### src/rtl/csr_sequencer_if.sv
// Core-side and CSR-unit-side signal bundle for csr_sequencer.
// master: the sequencer; slave: core + CSR unit environment.
interface csr_sequencer_if;
  logic        core_req;
  logic        core_ready;
  logic [2:0]  core_op;
  logic [11:0] core_addr;
  logic [31:0] core_wdata;
  logic        irq_allow;
  logic [31:0] irq_pc;
  logic        ext_int_pending;
  logic        sw_int_pending;
  logic        csr_available;
  logic [2:0]  csr_op;
  logic [11:0] csr_addr_exception;
  logic [31:0] csr_write_value;
  logic        csr_busy;
  logic        csr_fault;
  logic [31:0] csr_read_value;
  logic        resp_valid;
  logic [31:0] resp_rdata;
  logic        resp_fault;
  logic        resp_redirect;
  logic        resp_is_irq;
  logic        timeout_err;

  modport master (
    input  core_req, core_op, core_addr, core_wdata,
    input  irq_allow, irq_pc, ext_int_pending, sw_int_pending,
    input  csr_busy, csr_fault, csr_read_value,
    output core_ready, csr_available, csr_op,
    output csr_addr_exception, csr_write_value,
    output resp_valid, resp_rdata, resp_fault,
    output resp_redirect, resp_is_irq, timeout_err
  );

  modport slave (
    output core_req, core_op, core_addr, core_wdata,
    output irq_allow, irq_pc, ext_int_pending, sw_int_pending,
    output csr_busy, csr_fault, csr_read_value,
    input  core_ready, csr_available, csr_op,
    input  csr_addr_exception, csr_write_value,
    input  resp_valid, resp_rdata, resp_fault,
    input  resp_redirect, resp_is_irq, timeout_err
  );
endinterface

### src/rtl/csr_sequencer.sv
// Arbitrates core CSR ops and interrupt injection onto the CSR unit,
// runs its available/busy handshake and returns one response per op.
module csr_sequencer #(
  parameter int TIMEOUT_CYCLES = 15
) (
  input logic           clk,
  input logic           reset_n,
  csr_sequencer_if.master bus
);

  typedef enum logic [1:0] {
    IDLE,
    ISSUE,
    WAIT,
    DRAIN
  } state_e;

  localparam logic [3:0] LAST = 4'(TIMEOUT_CYCLES - 1);

  state_e      state_q, state_d;
  logic [3:0]  cnt_q, cnt_d;
  logic [2:0]  op_q, op_d;
  logic [11:0] addr_q, addr_d;
  logic [31:0] wdata_q, wdata_d;
  logic        is_irq_q, is_irq_d;
  logic        rvalid_q, rvalid_d;
  logic [31:0] rdata_q, rdata_d;
  logic        rfault_q, rfault_d;
  logic        rredir_q, rredir_d;
  logic        rirq_q, rirq_d;
  logic        terr_q, terr_d;
  logic        avail;
  logic        ready;
  logic        irq_take;
  logic        expired;
  logic        redir;

  always_comb begin
    state_d  = state_q;
    cnt_d    = cnt_q + 4'd1;
    op_d     = op_q;
    addr_d   = addr_q;
    wdata_d  = wdata_q;
    is_irq_d = is_irq_q;
    rvalid_d = 1'b0;
    rdata_d  = rdata_q;
    rfault_d = rfault_q;
    rredir_d = rredir_q;
    rirq_d   = rirq_q;
    terr_d   = terr_q;
    avail    = 1'b0;
    ready    = 1'b0;
    irq_take = bus.irq_allow &
               (bus.ext_int_pending | bus.sw_int_pending);
    expired  = (cnt_q == LAST);
    redir    = (op_q == 3'b000) | (op_q == 3'b001);

    unique case (state_q)
      IDLE: begin
        cnt_d = 4'd0;
        ready = ~irq_take;
        if (irq_take) begin
          op_d     = 3'b000;
          addr_d   = bus.ext_int_pending ? 12'h01B : 12'h013;
          wdata_d  = bus.irq_pc;
          is_irq_d = 1'b1;
          state_d  = ISSUE;
        end else if (bus.core_req) begin
          op_d     = bus.core_op;
          addr_d   = bus.core_addr;
          wdata_d  = bus.core_wdata;
          is_irq_d = 1'b0;
          state_d  = ISSUE;
        end
      end
      ISSUE, WAIT: begin
        avail = 1'b1;
        if (state_q == ISSUE && bus.csr_busy) begin
          state_d = WAIT;
          cnt_d   = 4'd0;
        end else if (state_q == WAIT && !bus.csr_busy) begin
          rvalid_d = 1'b1;
          rdata_d  = bus.csr_read_value;
          rfault_d = bus.csr_fault;
          rredir_d = redir;
          rirq_d   = is_irq_q;
          state_d  = DRAIN;
          cnt_d    = 4'd0;
        end else if (expired) begin
          // Abort: answer the op with a fault instead of hanging the core
          rvalid_d = 1'b1;
          rdata_d  = 32'd0;
          rfault_d = 1'b1;
          rredir_d = redir;
          rirq_d   = is_irq_q;
          terr_d   = 1'b1;
          state_d  = IDLE;
          cnt_d    = 4'd0;
        end
      end
      DRAIN: begin
        // cnt_q==0 marks the first drain cycle, where busy is stale
        if (cnt_q != 4'd0 && !bus.csr_busy) begin
          state_d = IDLE;
          cnt_d   = 4'd0;
        end else if (expired) begin
          terr_d  = 1'b1;
          state_d = IDLE;
          cnt_d   = 4'd0;
        end
      end
      default: begin
        state_d = IDLE;
        cnt_d   = 4'd0;
      end
    endcase
  end

  always_ff @(posedge clk or negedge reset_n) begin
    if (!reset_n) begin
      state_q  <= IDLE;
      cnt_q    <= 4'd0;
      op_q     <= 3'd0;
      addr_q   <= 12'd0;
      wdata_q  <= 32'd0;
      is_irq_q <= 1'b0;
      rvalid_q <= 1'b0;
      rdata_q  <= 32'd0;
      rfault_q <= 1'b0;
      rredir_q <= 1'b0;
      rirq_q   <= 1'b0;
      terr_q   <= 1'b0;
    end else begin
      state_q  <= state_d;
      cnt_q    <= cnt_d;
      op_q     <= op_d;
      addr_q   <= addr_d;
      wdata_q  <= wdata_d;
      is_irq_q <= is_irq_d;
      rvalid_q <= rvalid_d;
      rdata_q  <= rdata_d;
      rfault_q <= rfault_d;
      rredir_q <= rredir_d;
      rirq_q   <= rirq_d;
      terr_q   <= terr_d;
    end
  end

  assign bus.core_ready         = ready;
  assign bus.csr_available      = avail;
  assign bus.csr_op             = op_q;
  assign bus.csr_addr_exception = addr_q;
  assign bus.csr_write_value    = wdata_q;
  assign bus.resp_valid         = rvalid_q;
  assign bus.resp_rdata         = rdata_q;
  assign bus.resp_fault         = rfault_q;
  assign bus.resp_redirect      = rredir_q;
  assign bus.resp_is_irq        = rirq_q;
  assign bus.timeout_err        = terr_q;

endmodule
### src/flat_wrapper.sv
// flat-port wrapper written by rule: the top's interface ports become plain ports
module csr_sequencer_flat 
#(
  parameter int TIMEOUT_CYCLES = 15
)
  (clk, reset_n, bus_core_req, bus_core_op, bus_core_addr, bus_core_wdata, bus_irq_allow, bus_irq_pc, bus_ext_int_pending, bus_sw_int_pending, bus_csr_busy, bus_csr_fault, bus_csr_read_value, bus_core_ready, bus_csr_available, bus_csr_op, bus_csr_addr_exception, bus_csr_write_value, bus_resp_valid, bus_resp_rdata, bus_resp_fault, bus_resp_redirect, bus_resp_is_irq, bus_timeout_err);
  csr_sequencer_if bus_i ();
  input logic clk;
  input logic reset_n;
  input wire logic [$bits(bus_i.core_req)-1:0] bus_core_req;
  input wire logic [$bits(bus_i.core_op)-1:0] bus_core_op;
  input wire logic [$bits(bus_i.core_addr)-1:0] bus_core_addr;
  input wire logic [$bits(bus_i.core_wdata)-1:0] bus_core_wdata;
  input wire logic [$bits(bus_i.irq_allow)-1:0] bus_irq_allow;
  input wire logic [$bits(bus_i.irq_pc)-1:0] bus_irq_pc;
  input wire logic [$bits(bus_i.ext_int_pending)-1:0] bus_ext_int_pending;
  input wire logic [$bits(bus_i.sw_int_pending)-1:0] bus_sw_int_pending;
  input wire logic [$bits(bus_i.csr_busy)-1:0] bus_csr_busy;
  input wire logic [$bits(bus_i.csr_fault)-1:0] bus_csr_fault;
  input wire logic [$bits(bus_i.csr_read_value)-1:0] bus_csr_read_value;
  output wire logic [$bits(bus_i.core_ready)-1:0] bus_core_ready;
  output wire logic [$bits(bus_i.csr_available)-1:0] bus_csr_available;
  output wire logic [$bits(bus_i.csr_op)-1:0] bus_csr_op;
  output wire logic [$bits(bus_i.csr_addr_exception)-1:0] bus_csr_addr_exception;
  output wire logic [$bits(bus_i.csr_write_value)-1:0] bus_csr_write_value;
  output wire logic [$bits(bus_i.resp_valid)-1:0] bus_resp_valid;
  output wire logic [$bits(bus_i.resp_rdata)-1:0] bus_resp_rdata;
  output wire logic [$bits(bus_i.resp_fault)-1:0] bus_resp_fault;
  output wire logic [$bits(bus_i.resp_redirect)-1:0] bus_resp_redirect;
  output wire logic [$bits(bus_i.resp_is_irq)-1:0] bus_resp_is_irq;
  output wire logic [$bits(bus_i.timeout_err)-1:0] bus_timeout_err;
  assign bus_i.core_req = bus_core_req;
  assign bus_i.core_op = bus_core_op;
  assign bus_i.core_addr = bus_core_addr;
  assign bus_i.core_wdata = bus_core_wdata;
  assign bus_i.irq_allow = bus_irq_allow;
  assign bus_i.irq_pc = bus_irq_pc;
  assign bus_i.ext_int_pending = bus_ext_int_pending;
  assign bus_i.sw_int_pending = bus_sw_int_pending;
  assign bus_i.csr_busy = bus_csr_busy;
  assign bus_i.csr_fault = bus_csr_fault;
  assign bus_i.csr_read_value = bus_csr_read_value;
  assign bus_core_ready = bus_i.core_ready;
  assign bus_csr_available = bus_i.csr_available;
  assign bus_csr_op = bus_i.csr_op;
  assign bus_csr_addr_exception = bus_i.csr_addr_exception;
  assign bus_csr_write_value = bus_i.csr_write_value;
  assign bus_resp_valid = bus_i.resp_valid;
  assign bus_resp_rdata = bus_i.resp_rdata;
  assign bus_resp_fault = bus_i.resp_fault;
  assign bus_resp_redirect = bus_i.resp_redirect;
  assign bus_resp_is_irq = bus_i.resp_is_irq;
  assign bus_timeout_err = bus_i.timeout_err;
  csr_sequencer #(.TIMEOUT_CYCLES(TIMEOUT_CYCLES)) u_core (.clk(clk), .reset_n(reset_n), .bus(bus_i));
endmodule
### config.mk
export PLATFORM = sky130hd
export DESIGN_NAME = csr_sequencer_flat
export DESIGN_NICKNAME = d
export VERILOG_FILES = /design/src/rtl/csr_sequencer_if.sv /design/src/rtl/csr_sequencer.sv /design/src/flat_wrapper.sv
export SDC_FILE = /design/constraint.sdc
export NUM_CORES = 1
export LEC_CHECK = 0
export ABC_AREA = 1
export CORE_AREA = 10 10 141 117
export DETAILED_ROUTE_END_ITERATION = 8
export DIE_AREA = 0 0 151 127
export PLACE_DENSITY = 0.69
export SETUP_SLACK_MARGIN = 0.4
export SYNTH_ARGS = -nofsm -noshare
export SYNTH_HDL_FRONTEND = slang
export SYNTH_SLANG_ARGS = --single-unit
### constraint.sdc
create_clock -name clk -period 2.2 [get_ports clk]
set_clock_uncertainty 0.05 [all_clocks]
set_input_delay 0.44 -clock clk [delete_from_list [all_inputs] [get_ports clk]]
set_output_delay 0.44 -clock clk [all_outputs]
set_load 0.02 [all_outputs]
# Word-level counts from Yosys, hierarchy flattened
# Index checks and enable logic that the tools add are counted.
# W data, S select, Z words.
dict set report totals {
  output_inout_bits 86
  regBits 91
  wordCells 81
}
dict set report op_classes {
  n_eq_ne 9
  addsub 1
  n_mux 40
  bitwise 5
  reduce_logical 14
}
# cell count
set op_table {}
lappend op_table {{$mux W32} 4}
lappend op_table {{$mux W12} 2}
lappend op_table {{$mux W4} 5}
lappend op_table {{$mux W1} 18}
lappend op_table {{$mux W2} 6}
lappend op_table {{$pmux W4 S3} 1}
lappend op_table {{$mux W3} 2}
lappend op_table {{$ne A2 B2 Y1 const B} 3}
lappend op_table {{$pmux W2 S3} 1}
lappend op_table {{$reduce_bool A2 Y1} 3}
lappend op_table {{$add A4 B1 Y4 const B} 1}
lappend op_table {{$eq A2 B2 Y1 const B} 2}
lappend op_table {{$eq A4 B4 Y1 const B} 1}
lappend op_table {{$reduce_and A4 Y1} 1}
lappend op_table {{$reduce_bool A4 Y1} 1}
lappend op_table {{$eq A3 B1 Y1 const B} 1}
lappend op_table {{$logic_and A1 B1 Y1} 3}
lappend op_table {{$logic_not A3 Y1} 1}
lappend op_table {{$ne A3 B2 Y1 const B} 1}
lappend op_table {{$reduce_and A3 Y1} 1}
lappend op_table {{$eq A2 B1 Y1 const B} 1}
lappend op_table {{$logic_not A2 Y1} 1}
lappend op_table {{$not A1 Y1} 2}
lappend op_table {{$or A1 B1 Y1} 2}
lappend op_table {{5 further kinds} 5}

# Depth between registers and ports, before layout
dict set report logic_depth {
  word_depth 5
  depth_mapped 9
  mapped_depth_nobuf 9
}

# Least setup slack after synthesis
# OpenSTA, ideal clock, no wires.
dict set report synth_path {
  path_type {register to register}
  start {register u_core.state_q[0]}
  end {register u_core.rdata_q[1], in the netlist u_core.bus.resp_rdata[1]}
  setup_ps 117
  path_slack_ps 453
  t_arrival_ps 1580
  n_path_buf 1
  stages_incl_launch_ff 9
  path_cell_list {dfrtp_1 -> inv_1 -> ha_1 -> inv_1 -> a21oi_2 -> nand2_2 -> buf_6 -> nand3_1 -> nand2_1}
}
dict set report synth_via {
  elab_chain_cells 4
  elab_cells_between_ends 9
  cone_classes {2 x eq/ne; 1 x mux; 1 x bitwise; 5 x reduce/logical}
}
# element line
set synth_lines {}
lappend synth_lines {{start, declared} csr_sequencer.sv:20} ;# state_e state_q, state_d;
lappend synth_lines {{start signal, assigned} csr_sequencer.sv:134} ;# state_q <= state_d;
lappend synth_lines {{$eq A2 B2 Y1 or $eq A2 B1 Y1 (tied branches)} {csr_sequencer.sv:58, csr_sequencer.sv:81, csr_sequencer.sv:78}}
lappend synth_lines {{$logic_and A1 B1 Y1, on equally long branches} {csr_sequencer.sv:81, csr_sequencer.sv:78}}
lappend synth_lines {{$reduce_bool A2 Y1 (no line) or $not A1 Y1 (tied branches)} --}
lappend synth_lines {{$reduce_and A3 Y1 (no line)} --}
lappend synth_lines {{end signal, assigned} csr_sequencer.sv:141} ;# rdata_q <= rdata_d;
lappend synth_lines {{end, declared} csr_sequencer.sv:27} ;# logic [31:0] rdata_q, rdata_d;
# Parallel ways exist; a longest one is shown, timed or not.
# A chain may end at the register's enable or synchronous reset.

# Worst setup path in the final report
dict set report layout_path {
  start {register u_core.state_q[0]}
  end {output bus_core_ready}
}
dict set report layout_via {
  elab_chain_cells 2
}
# element line
set layout_lines {}
lappend layout_lines {{$logic_not A2 Y1} csr_sequencer.sv:58} ;# unique case (state_q)
lappend layout_lines {{$mux W1} csr_sequencer.sv:58}
lappend layout_lines {{end, declared} flat_wrapper.sv:21} ;# output wire logic [$bits(bus_i.core_ready)-1:0] bus_core_ready;
# No other way between the ends.

==> results_dict.tcl <==
set metrics [dict create \
    status "completed" \
    setup_violations 0 \
    grt_pass1_vias 3958 \
    ff2ff_path_depth 8 \
    syn_area_um2 4050 \
    vias 3928 \
    final.fill_count 1355 \
    finalCriticalPeriod_ns 1.75 \
    fp.dieW_um 151 \
    swShare 0.403 \
    pwr-share-comb 0.471 \
    fin_crit_sh 0.794 \
    cts_buffers 9 \
    multiInputGateArea_um2 1560 \
    seq_area_um2 2280 \
    top_layer_used "met4" \
    p_leak_uw 0.00329 \
    synth_top_cell_area_share 0.562 \
    grt_overflow 0 \
    area_growth_pct 62.8 \
    r2r-start "u_core.state_q[0]" \
    holdCritPathClass "input port to asynchronous set/reset pin" \
    rows 39 \
    grt_max_degree 45 \
    cts_tree "yes" \
    track_usage 0.144 \
    finalPower_uw 7950 \
    wl_met2_mm 7.28 \
    syn_avg_cell_area_um2 8.75 \
    required_ns 1.71 \
    grt_pass1_wl_mm 21.9 \
    slew_headroom 0.602 \
    clock-sinks 91 \
    htreeDepth 3 \
    clkPwrFrac 0.197 \
    fin_ws_ns 0.453 \
    powerDensity_nw_per_um2 1200 \
    drv_slew 0 \
    clk_latency_ns 0.34 \
    p_switching_uw 3210 \
    root_buffer "clkbuf_16" \
    drive_above_1_share 0.0910 \
    seqPwrFrac 0.332 \
    dr_wl_met3_mm 1.06 \
    fin_cells 865 \
    portBuffers 204 \
    cp-start-kind "register" \
    yosysTopAreaCell "dfrtp_1" \
    vias_per_cell 4.54 \
    end_kind "output port" \
    ir_drop_mv 0.475 \
    drc 0 \
    drt-met1-wl_mm 5.54 \
    crit_type "register to output port" \
    drt_pass1_iterations 4 \
    core_um2 13900 \
    place.gp.congestion 0.781 \
    rsz0062_at_grt "no" \
    synth_fp_nets 589 \
    crit_chain "inv_2 > ha_4 > inv_2 > nor2_4 > buf_6" \
    avgRoutedWirePerCell_um 16.3 \
    yosysSeqAreaShare 0.562 \
    syn-instance-count 463 \
    dp_cells 844 \
    cp.depth 5 \
    yosysWarningCount 0 \
    internal-power_uw 4740 \
    cp.arrival_ns 1.26 \
    clk_pin_slew_ns 0.06 \
    synth_seq_cells 91 \
    io_pins 205 \
    cp_common_cell "inv_2" \
    dieArea_um2 19200 \
    fmax_ghz 0.572 \
    slowest_delay_ns 0.39 \
    postRouteAntennaNets 0 \
    hpwl_mm 11.2 \
    slowest_stage "dfrtp_1" \
    rrSetupSlack_ns 0.50 \
    cp_num_buf_inv 3 \
    critical-path-top-delay-family "flip-flops" \
    path_max_fanout 2 \
    clockBufferDepth 2 \
    antenna_found_initial 0 \
    maxCapViolations 0 \
    start_util 0.292 \
    diodes 0 \
    final_util 0.476 \
    hold_violations 0 \
    drt-total-wl_mm 14.1 \
    rr_endpoint "u_core.bus.resp_rdata[16]" \
    hold_slack_ns 0.0520 \
    final_nets 802 \
    dp_slack_ns -0.192 \
    worst_pin_slew_ns 0.597 \
    yosys.cell_types.count 23 \
    die_h_um 127 \
    synth.area.top_cells "dfrtp_1 56%, nand2_1 14%, nand3_1 8.4%" \
    drt_iter0_drc 211 \
]
[synth_stat cells, drive strengths merged]
library cell / instances
nand2: 161
xor2: 1
buf: 23
a21oi: 5
o21ai: 5
inv: 19
a31oi: 33
nor2: 44
xnor2: 1
nor3: 1
o22a: 1
clkbuf: 3
nand3: 68
ha: 7
dfrtp: 91
[worst max path at each step]
stage / from / end
after floorplan: u_core.state_q[0] / u_core.bus.resp_rdata[1]
after global placement: bus_irq_allow / bus_core_ready
after detailed placement: bus_irq_allow / bus_core_ready
after CTS: u_core.state_q[1] / bus_core_ready
after global routing: u_core.state_q[0] / bus_core_ready
final: u_core.state_q[0] / bus_core_ready
[metrics by stage]
step                setup TNS (ns)  cell area, µm²
floorplan                        0            4050
global placement            -0.249            6310
detailed placement          -0.914            6310
CTS                              0            6540
global route                     0            6600
finish                           0            6600
[power by group through the flow]
stage               clock (µW)  combinational (µW)  sequential, µW
floorplan                    0                1350            3380
CTS                       1630                3730            2640
global route              1710                4100            2720
finish                    1560                3740            2640
detailed placement           0                4110            2710
global placement             0                4040            2660
[sequential cells by signal, summed over array words and instances, names as in the netlist]
name	count
u_core.bus.timeout_err	1
u_core.bus.resp_rdata	32
u_core.bus.csr_addr_exception	12
u_core.bus.resp_valid	1
u_core.bus.resp_fault	1
u_core.bus.csr_op	3
u_core.bus.resp_is_irq	1
u_core.is_irq_q	1
u_core.state_q	2
u_core.bus.resp_redirect	1
u_core.cnt_q	4
u_core.bus.csr_write_value	32
[worst register-to-register path: stages, from the launching register on]
cell and delay [ns]:
dfrtp_1 0.39, buf_4 0.13, buf_4 0.14, ha_1 0.22, a21oi_2 0.17, nand2_2 0.13
buf_6 0.21, nand3_1 0.09, nand2_1 0.06
[cells in the final DEF (no fill, tap or decap), types with 6 or more instances in the layout]
cell,netlist,layout
nand2_1,155,152
clkdlybuf4s50_1,0,114
dfrtp_1,91,91
dlygate4sd2_1,0,84
nand3_1,68,68
nor2_1,43,43
a31oi_1,33,33
buf_4,10,20
inv_1,15,12
clkbuf_16,0,9
ha_1,7,6
[cells by family (layout without fill, tap and decap cells)]
logic type | count (synthesis) | count (layout) | share of synthesized area
fa+ha+maj | 7 | 7 | 0.0216
xor+xnor | 2 | 2 | 0.00432
compound gates | 44 | 44 | 0.0673
simple gates | 274 | 274 | 0.283
flops | 91 | 91 | 0.562
buf+inv | 45 | 263 | 0.0617
[what timing repair did]
item | in CTS | in global routing
hold buffers | 0 | 0
pin swaps | 0 | 4
setup endpoints to repair | 149 | 64
setup buffers | 2 | 3
resized for setup | 98 | 13
[layer usage]
metal,track usage,vias to the layer above
met5,0,-
met1,0.161,1853
li1,-,1934
met4,0.0497,0
met3,0.0519,19
met2,0.248,122
[area by class of cell]
type / instances / area share
flip-flops and latches: 91 / 0.345
repair buffers: 228 / 0.327
multi-input cells: 327 / 0.236
clock buffers: 11 / 0.0368
well taps: 184 / 0.0349
inverters: 19 / 0.0116
clock inverters: 5 / 0.00948
(Power assumes the default switching activity.)
==> variant (config.mk and constraints unchanged) <==
Re-encode `state_e` (4 states) as one-hot, 4 bits wide.
--- a/src/rtl/csr_sequencer.sv
+++ b/src/rtl/csr_sequencer.sv
@@ -9,9 +9,9 @@
 );
 
-  typedef enum logic [1:0] {
-    IDLE,
-    ISSUE,
-    WAIT,
-    DRAIN
+  typedef enum logic [3:0] {
+    IDLE  = 4'b0001,
+    ISSUE = 4'b0010,
+    WAIT  = 4'b0100,
+    DRAIN = 4'b1000
   } state_e;
 
Check against the original RTL: no difference found for any inputs over 4 cycles, from zero or initial values and one cycle with reset_n low; so few cycles prove little.
==> variant against the original RTL <==
- sequential cell count rose by 2
- final area rose by 5.7%
- die area did not move
- largest cell class unchanged
- wire length rose by 3.4%
- critical endpoint unchanged
- largest power group unchanged
- combinational power rose by 12%
- clock power fell by 5%
- power rose by 8.5%
- worst setup slack got worse by 0.12 ns
- area after synthesis rose by 7.8%
- core utilization rose by 2.7 points
==> variant: results (changes against the original RTL) <==
* Crit path max-delay cell type: dfstp_2 (was dfrtp_1)
* Nets@finish at 864 (was 802)
* Worst r2r src: u_core.cnt_q[0] (was u_core.state_q[0])
* Compound-gate portion of the synthesized area at 7.44% (was 6.73%)
* Arr. time, crit path at 1.38 ns (was 1.26 ns)
* Synth top cells by count: nand2_1, dfrtp_1, inv_1 (was nand2_1, dfrtp_1, nand3_1)
* Cell Count, Final, Fillers Out at 931 (was 865)
* Hold slack at 0.00169 ns (was 0.0520 ns)
* Wirelength per Cell at 15.7 microns (was 16.3 microns)
* HPWL Detailed at 11000 microns (was 11200 microns)
* Status: finished clean (unchanged)
* Avg Synthesized Cell Area at 8.28 sq um (was 8.75 sq um)
* Root Driver: clkbuf_16 (unchanged)
* FF-to-FF End: u_core.bus.resp_is_irq (was u_core.bus.resp_rdata[16])
* First-pass GRT wire length at 22800 microns (was 21900 microns)
* Mux cell area share after synthesis at 0% (unchanged)
* Max incr delay on CP at 0.59 ns (was 0.39 ns)
* Largest net degree at the start of global routing at 69 (was 45)
* Synth Area in XOR/XNOR at 0% (was 0.432%)
* Drt initial violations at 184 (was 211)
* I/O Buffers at 204 (unchanged)
* Max clock buf depth at 2 (unchanged)
* Primary FF master, synth: dfrtp_1 (unchanged)
* Pleak at 0.00381 uW (was 0.00329 uW)
* Post-CTS Setup Inserts at 2 (unchanged)
* H-tree lvl count at 3 (unchanged)
* Post-Synth Adder-Cell Area at 0.859% (was 2.16%)
* Peak VDD IR at 524 uV (was 475 uV)
* Worst min-delay path class: in -> async (unchanged)
* GP Congestion at 0.851 (was 0.781)
* Largest fanout on the critical path at 4 (was 2)
* Slew headroom at 66.1% (was 60.2%)
* Pre-antenna DRT Iters at 6 (was 4)
* CTS clk-pin slew, worst paths at 0.07 ns
* Inst Count DP at 909 (was 844)
* Sequential fraction of the synthesis area at 53.3% (was 56.2%)
* CP Capture Point: bus_core_ready (unchanged)
* CP startpoint: u_core.state_q[0] (unchanged)
* Synth unique cells at 26 (was 23)
* R2R setup slack at about 0.51 ns
* Via count of the first global-routing pass at 4437 (was 3958)
* Worst-Skew Late Latency at around 0.33 ns
* Synth top area cells: dfrtp_1, nand2_1, inv_1 (was dfrtp_1, nand2_1, nand3_1)
* R2R cell count at 7 (was 8)
* F_max at 0.535 GHz (was 0.572 GHz)
* DP Area at 6660 sq um (was 6310 sq um)
* Syn Nets at 650 (was 589)
* Num CTS Buffers at 9 (unchanged)
* Yosys Warn Count at 0 (unchanged)
* Setup slack at placement at -0.0581 ns (was -0.192 ns)
* Via/cell ratio at 4.50 (was 4.54)
* GR Util All Layers at 14.6% (was 14.4%)
* CP top delay family: flip-flops (unchanged)
* ANT cells at 0 (unchanged)
* Post-synth ARST share at 100% (unchanged)
* Number of antenna violations at the first check in global routing at 0 (unchanged)
* Number of gates resized after CTS at 92 (was 98)
* Share of cells above drive strength 1 at 9.50% (was 9.10%)
==> variant: cell count changes in the layout (fill, tap and decap cells not counted), moves of 23 or more <==
cell and change:
nand3_1 -39, a31oi_1 -33, nor2_1 -34, inv_1 +40, nand2_1 +102, o211ai_1 +23
==> variant: where the power goes <==
group / internal [uW] / leakage (uW) / total [uW] / switching, uW
Clock: 784 / 0.000132 / 1480 / 695
Combinational: 1650 / 0.00249 / 4190 / 2540
Sequential: 2510 / 0.00119 / 2960 / 445
Total: 4950 / 0.00381 / 8630 / 3680
==> variant: layout make-up <==
class	count	area (sq um)
clock buffer	9	225
clock inverter	7	58.8
fill	1319	6890
inverter	56	213
multi-input combinational	359	1750
sequential	93	2330
tap	184	230
timing repair buffer	223	2160
==> variant: per-layer routing <==
metal | up-vias | share of wire, % | global-route usage (%)
met5 | - | 0 | 0
li1 | 2082 | - | -
met2 | 170 | 45 | 22.5
met4 | 0 | 0.12 | 2.43
met1 | 1936 | 41 | 17.4
met3 | 2 | 14 | 8.82
